File: src/rtl/count_extend_readout.sv
// ---------------------------------------------------------------------------
// count_extend_readout
//
// Extends the toggling bit 0 of the upstream 1-bit counter cell into a
// WIDTH-bit count by counting its 1->0 transitions (carries out of bit 0),
// and offers a stable snapshot of that count through a valid/ack handshake
// so a test controller can read it without racing the live counter.
//
// Ports:
//   GCLK_Pad      in   clock, all state updates on the rising edge
//   rst_Pad       in   asynchronous active-low reset
//   count_Pad     in   bit 0 from the upstream counter cell
//   cnt_clr_Pad   in   synchronous clear mirroring the upstream reset
//   snap_req_Pad  in   capture request, only looked at while idle
//   ack_Pad       in   snapshot accepted, only looked at while holding
//   value_Pad     out  captured snapshot {upper, bit0}
//   valid_Pad     out  snapshot available
//   ovf_Pad       out  sticky overflow since the last accepted snapshot
// ---------------------------------------------------------------------------
module count_extend_readout #(
    parameter int WIDTH = 4
) (
    input  logic             GCLK_Pad,
    input  logic             rst_Pad,
    input  logic             count_Pad,
    input  logic             cnt_clr_Pad,
    input  logic             snap_req_Pad,
    input  logic             ack_Pad,
    output logic [WIDTH-1:0] value_Pad,
    output logic             valid_Pad,
    output logic             ovf_Pad
);

    typedef enum logic {
        IDLE = 1'b0,
        HOLD = 1'b1
    } state_t;

    localparam logic [WIDTH-2:0] UPPER_ONE = 1;

    state_t           state_q, state_d;
    logic             prev_q,  prev_d;
    logic [WIDTH-2:0] upper_q, upper_d;
    logic [WIDTH-1:0] snap_q,  snap_d;
    logic             valid_q, valid_d;
    logic             ovf_q,   ovf_d;

    logic             carry;
    logic             wrap;
    logic             ack_accept;
    logic [WIDTH-1:0] live;

    // Carry is a falling edge of bit 0 as seen across one clock. A clear
    // masks it so the upstream reset's own 1->0 step is not counted.
    always_comb begin
        carry   = prev_q & ~count_Pad & ~cnt_clr_Pad;
        wrap    = carry & (&upper_q);
        live    = {upper_q, prev_q};

        prev_d  = cnt_clr_Pad ? 1'b0 : count_Pad;
        upper_d = upper_q;
        if (cnt_clr_Pad) begin
            upper_d = '0;
        end else if (carry) begin
            upper_d = upper_q + UPPER_ONE;
        end
    end

    // Handshake: capture the pre-update live value on a request in IDLE,
    // then hold it until acked. The counter keeps running either way.
    always_comb begin
        state_d    = state_q;
        snap_d     = snap_q;
        valid_d    = valid_q;
        ack_accept = 1'b0;
        case (state_q)
            IDLE: begin
                if (snap_req_Pad) begin
                    snap_d  = live;
                    state_d = HOLD;
                    valid_d = 1'b1;
                end
            end
            HOLD: begin
                if (ack_Pad) begin
                    state_d    = IDLE;
                    valid_d    = 1'b0;
                    ack_accept = 1'b1;
                end
            end
            default: begin
                state_d = IDLE;
                valid_d = 1'b0;
            end
        endcase

        // A wrap on the same edge as an accepted ack must not be lost.
        if (wrap) begin
            ovf_d = 1'b1;
        end else if (ack_accept) begin
            ovf_d = 1'b0;
        end else begin
            ovf_d = ovf_q;
        end
    end

    always_ff @(posedge GCLK_Pad or negedge rst_Pad) begin
        if (!rst_Pad) begin
            state_q <= IDLE;
            prev_q  <= 1'b0;
            upper_q <= '0;
            snap_q  <= '0;
            valid_q <= 1'b0;
            ovf_q   <= 1'b0;
        end else begin
            state_q <= state_d;
            prev_q  <= prev_d;
            upper_q <= upper_d;
            snap_q  <= snap_d;
            valid_q <= valid_d;
            ovf_q   <= ovf_d;
        end
    end

    assign value_Pad = snap_q;
    assign valid_Pad = valid_q;
    assign ovf_Pad   = ovf_q;

endmodule

File: config.mk
export PLATFORM = sky130hd
export DESIGN_NAME = count_extend_readout
export DESIGN_NICKNAME = d
export VERILOG_FILES = /design/src/rtl/count_extend_readout.sv
export SDC_FILE = /design/constraint.sdc
export NUM_CORES = 1
export LEC_CHECK = 0
export ABC_CLOCK_PERIOD_IN_PS = 1500
export CAP_MARGIN = 10
export CORE_UTILIZATION = 35
export CTS_CLUSTER_SIZE = 25
export DETAILED_ROUTE_END_ITERATION = 10
export PLACE_DENSITY_LB_ADDON = 0.25
export SLEW_MARGIN = 5
export SYNTH_ARGS = -nofsm -noshare
export SYNTH_HDL_FRONTEND = slang
export SYNTH_SLANG_ARGS = --single-unit
export TNS_END_PERCENT = 30
File: constraint.sdc
create_clock -name GCLK_Pad -period 1.5 [get_ports GCLK_Pad]
set_input_delay 0.225 -clock GCLK_Pad [delete_from_list [all_inputs] [get_ports GCLK_Pad]]
set_output_delay 0.225 -clock GCLK_Pad [all_outputs]
set_load 0.01 [all_outputs]
==> results.md, run 1 <==
- Share of cells above drive strength 1: roughly a fifth
- Crit path buffers/inverters: 1
- Pwr Density: 979 nW/um2
- Max-cap violations: 0
- Critical path startpoint category: flop
- Sequential area share after synthesis: 54.6%
- Critical Path RT: 1.27 ns
- Max-slew headroom: 66.3%
- CTS max path bufs: 2
- Maximum VDD drop: 0.576 mV
- Worst Tran Pin Value: 0.503 ns
- Worst setup path start: valid_Pad
- Fillers: 119
- Tcrit/Tclk final: between 90 and 100%
- Most frequent cells in the layout: clkdlybuf4s50_1, dfrtp_1, mux2_4
- Critical path depth in cells: 1
- Worst r2r dst: upper_q[2]
- Setup bufs post-CTS: 0
- Via count: 329
- Top cell family by delay on the critical path: buffers and inverters
- Syn Inst Count: 37
- RSZ-0062 raised after global routing: false
- Total power: 0.647 mW
- Hold Path Class: in -> async
- Synth-to-layout area growth: 31.0%
- Layout net count: 61
- Initial antenna violation count: 0
- Port bufs: 11
- Max-slew violations: 0
- H-tree depth: 1
- # IOs: 12
- Final Skew: 0.00445 ns
- Average wire per standard cell: 14.1 um
- Max Clk Rate: 713 MHz
- Syn nets: 45
- Setup-failing EPs final: 0
- Cell Area, Synth: roughly 500 um2
- Arr. time, crit path: 1.18 ns
- Die ar.: 1600 um2
- Final min period: 1.40 ns
- Post-detailed-route count of antenna-violating nets: 0
- Die Y: 40.0 um
- Area of the core: 1320 um2
- Total GRT Usage: 15.3%
- DP HPWL: 730 um
- Post-Syn Area per Cell: about 14 um2
- DR vias/cell: between 4 and 5
- Reg-to-Reg Start: upper_q[0]
- Seq. cell area: 275 um2
- CTS root buf: clkbuf_4
- Width of the die: 40.0 um
- Netlist cell types: 14
- Row cnt: 13
- Routability cong.: 0.642
- Internal reg-to-reg setup slack: 0.27 ns
- Worst-path clk slew: 0.08 ns
- Vias in the first global route: between 300 and 400
- CP endpoint kind: output port
- Hold Buf Count CTS: 0
- Total wire length: 946 um
- Cell leakage power: ~0.32 nW
- Critical Path End: valid_Pad
- Final-report hold violation count: 0
- CP max FO: 3
- Yosys synthesis warning count: 0
- #FFs+latches synth: 11
- ANT cells: 0
- R2R depth: 4
- Crit-path cells: clkdlybuf4s50_1
- Largest stage delay on the critical path: 0.54 ns
- Outcome: complete, no violations
- Largest net degree at the start of global routing: 12
- Post-route setup TNS: 0 ns
- Grt ovf: 0
- Inserted Clock Buffers: 3
- Footprint of the multi-input gates: 218 um2
- TritonCTS Sinks: 11
- 1st-iter DRT viols: 5
- CTS tree: built
- Critical path class: reg -> out
- DRC viols: 0
- First-pass GRT wire length: 1520 um
- Resized Gates After CTS: 0
- Critical Path Slowest Stage Cell: clkdlybuf4s50_1
- Initial Util: a little under two fifths
- Clock latency on the worst-skew pair: 0.27 ns
- Drt first pass iters: 3
where the power goes:
| part | switching [mW] | internal [mW] | leakage [nW] |
|---|---|---|---|
| Clock | 0.103 | 0.0986 | 0.0177 |
| Sequential | 0.0161 | 0.317 | 0.146 |
| Combinational | 0.0425 | 0.0687 | 0.158 |
| Total | 0.162 | 0.485 | 0.321 |
cells by family (layout without fill, tap and decap cells):
kind of cell	after synthesis	after routing	share of synthesized area, %
AOI/OAI and AO/OA	5	5	6.20
adders and majority gates	2	2	4.96
buffers and inverters	3	18	2.23
DFF	11	11	54.6
muxes	5	5	14.9
and+or+nand+nor	11	11	17.1
worst reg2reg max path: stages, from the launching register on:
cell and delay, ns:
dfrtp_1 0.42, ha_1 0.24, ha_1 0.28, nand4bb_1 0.09
o21ai_0 0.08
Yosys cell counts (all sizes together):
library cell / count / area, um2
a32o: 1 / 10.0
nor2: 2 / 7.51
o22ai: 1 / 6.26
nand2b: 3 / 26.3
nand2: 1 / 3.75
nor2b: 3 / 26.3
o21ai: 3 / 15.0
inv: 3 / 11.3
ha: 2 / 25.0
nand4bb: 2 / 22.5
dfrtp: 11 / 275
mux2: 5 / 75.1
sequential cells by signal, summed over array words and instances (netlist names):
| register | flops |
|---|---|
| ovf_Pad | 1 |
| prev_q | 1 |
| state_q | 1 |
| upper_q | 3 |
| valid_Pad | 1 |
| value_Pad | 4 |
final cells by class:
class	count	area share, %
clock buffer	3	3.41
clock inverter	1	0.758
inverter	3	1.70
multi-input combinational	23	33.0
sequential	11	41.7
tap	15	2.84
timing repair buffer	11	16.7
metal layers:
layer / track usage [%] / up-vias / part of all wire [%]
met1: 19.0 / 163 / 45
met4: 10.3 / 0 / 0
met3: 3.33 / 0 / 3.7
met2: 23.4 / 8 / 52
met5: 0 / - / 0
li1: - / 158 / -
worst min-delay path by stage:
stage,from,end,slack (ns),depth (start not counted)
after floorplan,rst_Pad,ovf_Pad,-0.07,0
after global placement,state_q,valid_Pad,0.48,1
after detailed placement,state_q,valid_Pad,0.50,1
after CTS,rst_Pad,value_Pad[0],0.30,1
after global routing,rst_Pad,value_Pad[0],0.31,1
final,rst_Pad,valid_Pad,0.29,1
stage by stage:
stage	setup WS, ns	instance area (um2)	std cells	hold slack, ns	utilization [%]
6_report	0.0980	661	67	0.288	50.1
5_1_grt	0.0399	661	67	0.306	50.1
4_1_cts	0.0834	661	67	0.295	50.1
3_5_place_dp	0.166	633	63	0.500	48.1
3_3_place_gp	0.221	633	63	0.481	48.1
2_1_floorplan	0.395	504	37	-0.0706	-
(Power assumes the default switching activity.)
==> run 2: changes to the inputs <==
SKIP_LAST_GASP = 1   (was default)
==> results of run 2 <==
The final DEF is identical to that of run 1; final timing and power are the same.
==> run 3: changes to the inputs <==
CORE_MARGIN = 2   (was default)
MAX_ROUTING_LAYER = met4   (was default)
==> results.md, run 3 (synthesized netlist as in run 1, its figures left out) <==
- Outcome: complete, no violations
- Die Y: 42.0 um
- Total power: 0.645 mW
- Port bufs: 11
- Critical Path RT: 1.27 ns
- First-pass GRT wire length: 1700 um
- Max Clk Rate: between 700 and 800 MHz
- H-tree depth: 1
- Largest net degree at the start of global routing: 12
- Gate power share: 17.3%
- Largest stage delay on the critical path: 0.54 ns
- Pre-CTS WS: 0.182 ns
- Width of the die: 42.0 um
- Crit path buffers/inverters: 1
- Worst setup margin: 0.0981 ns
- Sequential power share: 51.9%
- Critical path startpoint category: flop
- CP max FO: 3
- Worst Tran Pin Value: around 0.48 ns
- Max-cap violations: 0
- Final Instance Area: 659 um2
- Grt ovf: 0
- Area of the core: roughly 1300 um2
- Post-route setup TNS: 0 ns
- Internal reg-to-reg setup slack: 0.30 ns
- TritonCTS Sinks: 11
- Net Sw Power: roughly 0.16 mW
- Max-slew violations: 0
- Initial antenna violation count: 0
- M1 GR Usage: 16.1%
- Setup-failing EPs final: 0
- Top cell family by delay on the critical path: buffers and inverters
- Fillers: 114
- Drt first pass iters: 2
- Average wire per standard cell: 13.5 um
- Tcrit/Tclk final: 93.5%
- Resized Gates After CTS: 0
- Final Skew: 0.00282 ns
- Total wire length: 907 um
- Layout net count: 61
- Crit-path cells: clkdlybuf4s50_1
- Max-slew headroom: 68.0%
- Critical Path Slowest Stage Cell: clkdlybuf4s50_1
- Arr. time, crit path: 1.18 ns
- Maximum VDD drop: 0.452 mV
- Routability cong.: 0.640
- CP endpoint kind: output port
- Pwr Density: slightly below 1000 nW/um2
- Final min period: 1.40 ns
- Critical path class: reg -> out
- Post-detailed-route count of antenna-violating nets: 0
- CTS max path bufs: 2
- DR vias/cell: ~4.8
- Cell leakage power: 0.318 nW
- Worst-path clk slew: 0.07 ns
- Via count: 323
- CTS root buf: clkbuf_4
- Inserted Clock Buffers: 3
- Internal: 0.489 mW
- Synth-to-layout area growth: 30.8%
- Vias in the first global route: 351
- Met2 Usage GRT: 20.9%
- Hold Slack: 0.285 ns
- Max reg flops: 4
- Final-report hold violation count: 0
- 1st-iter DRT viols: 5
- Most frequent cells in the layout: clkdlybuf4s50_1, dfrtp_1, mux2_4
- GRT busiest layer: met2
- Clock latency on the worst-skew pair: 0.26 ns
- RSZ-0062 raised after global routing: false
- Die ar.: 1760 um2
- CTS tree: built
- Clk pwr share: about 30%
- Met3 usage: 3.04%
- Setup bufs post-CTS: 0
- ANT cells: 0
- DP Area: 633 um2
- Switching part of the total power: approximately 24%
- Row cnt: 13
- DRC viols: 0
- # IOs: 12
- Share of cells above drive strength 1: 19.2%
- Total GRT Usage: 13.8%
- Hold Path Class: in -> async
- Initial Util: about two fifths
- Hold Buf Count CTS: 0
- DP HPWL: 718 um
==> run 3: cell count changes in the layout (fill, tap and decap cells not counted), sizes merged <==
cell	delta
clkinv	-1
clkbuf	+1
==> run 3: power groups by stage <==
stage	combinational [mW]	sequential, mW	clock (mW)
floorplan	0.0478	0.344	0
global placement	0.110	0.338	0
detailed placement	0.114	0.341	0
CTS	0.114	0.335	0.206
global route	0.122	0.338	0.218
finish	0.111	0.335	0.199
==> run 3: cell type report <==
type	instances	area [um2]	share of cell area, %
clock buffer	4	26.3	3.98
inverter	3	11.3	1.71
multi-input combinational	23	218	33.0
sequential	11	275	41.7
tap	15	18.8	2.85
timing repair buffer	11	110	16.7
==> run 3: layer usage <==
| metal | vias up | wire, um |
|---|---|---|
| li1 | 162 | - |
| met1 | 152 | 394 |
| met2 | 7 | 460 |
| met3 | 2 | 44 |
| met4 | 0 | 8 |
| met5 | - | 0 |
==> run 3: final timing paths <==
kind | start | cells past startpoint | end
min in group GCLK_Pad | value_Pad[2] | 1 | value_Pad[2]
hold reg to reg | value_Pad[2] | 1 | value_Pad[2]
setup reg to reg | upper_q[0] | 4 | upper_q[2]
setup / recovery | valid_Pad | 1 | valid_Pad
hold / removal | rst_Pad | 1 | value_Pad[0]
max in group asynchronous | rst_Pad | 1 | value_Pad[1]
==> run 3: metrics by stage <==
step | instances | util, %
2_1_floorplan | 37 | -
4_1_cts | 67 | 50.0
3_5_place_dp | 63 | 48.1
3_3_place_gp | 63 | 48.1
6_report | 67 | 50.0
5_1_grt | 67 | 50.0
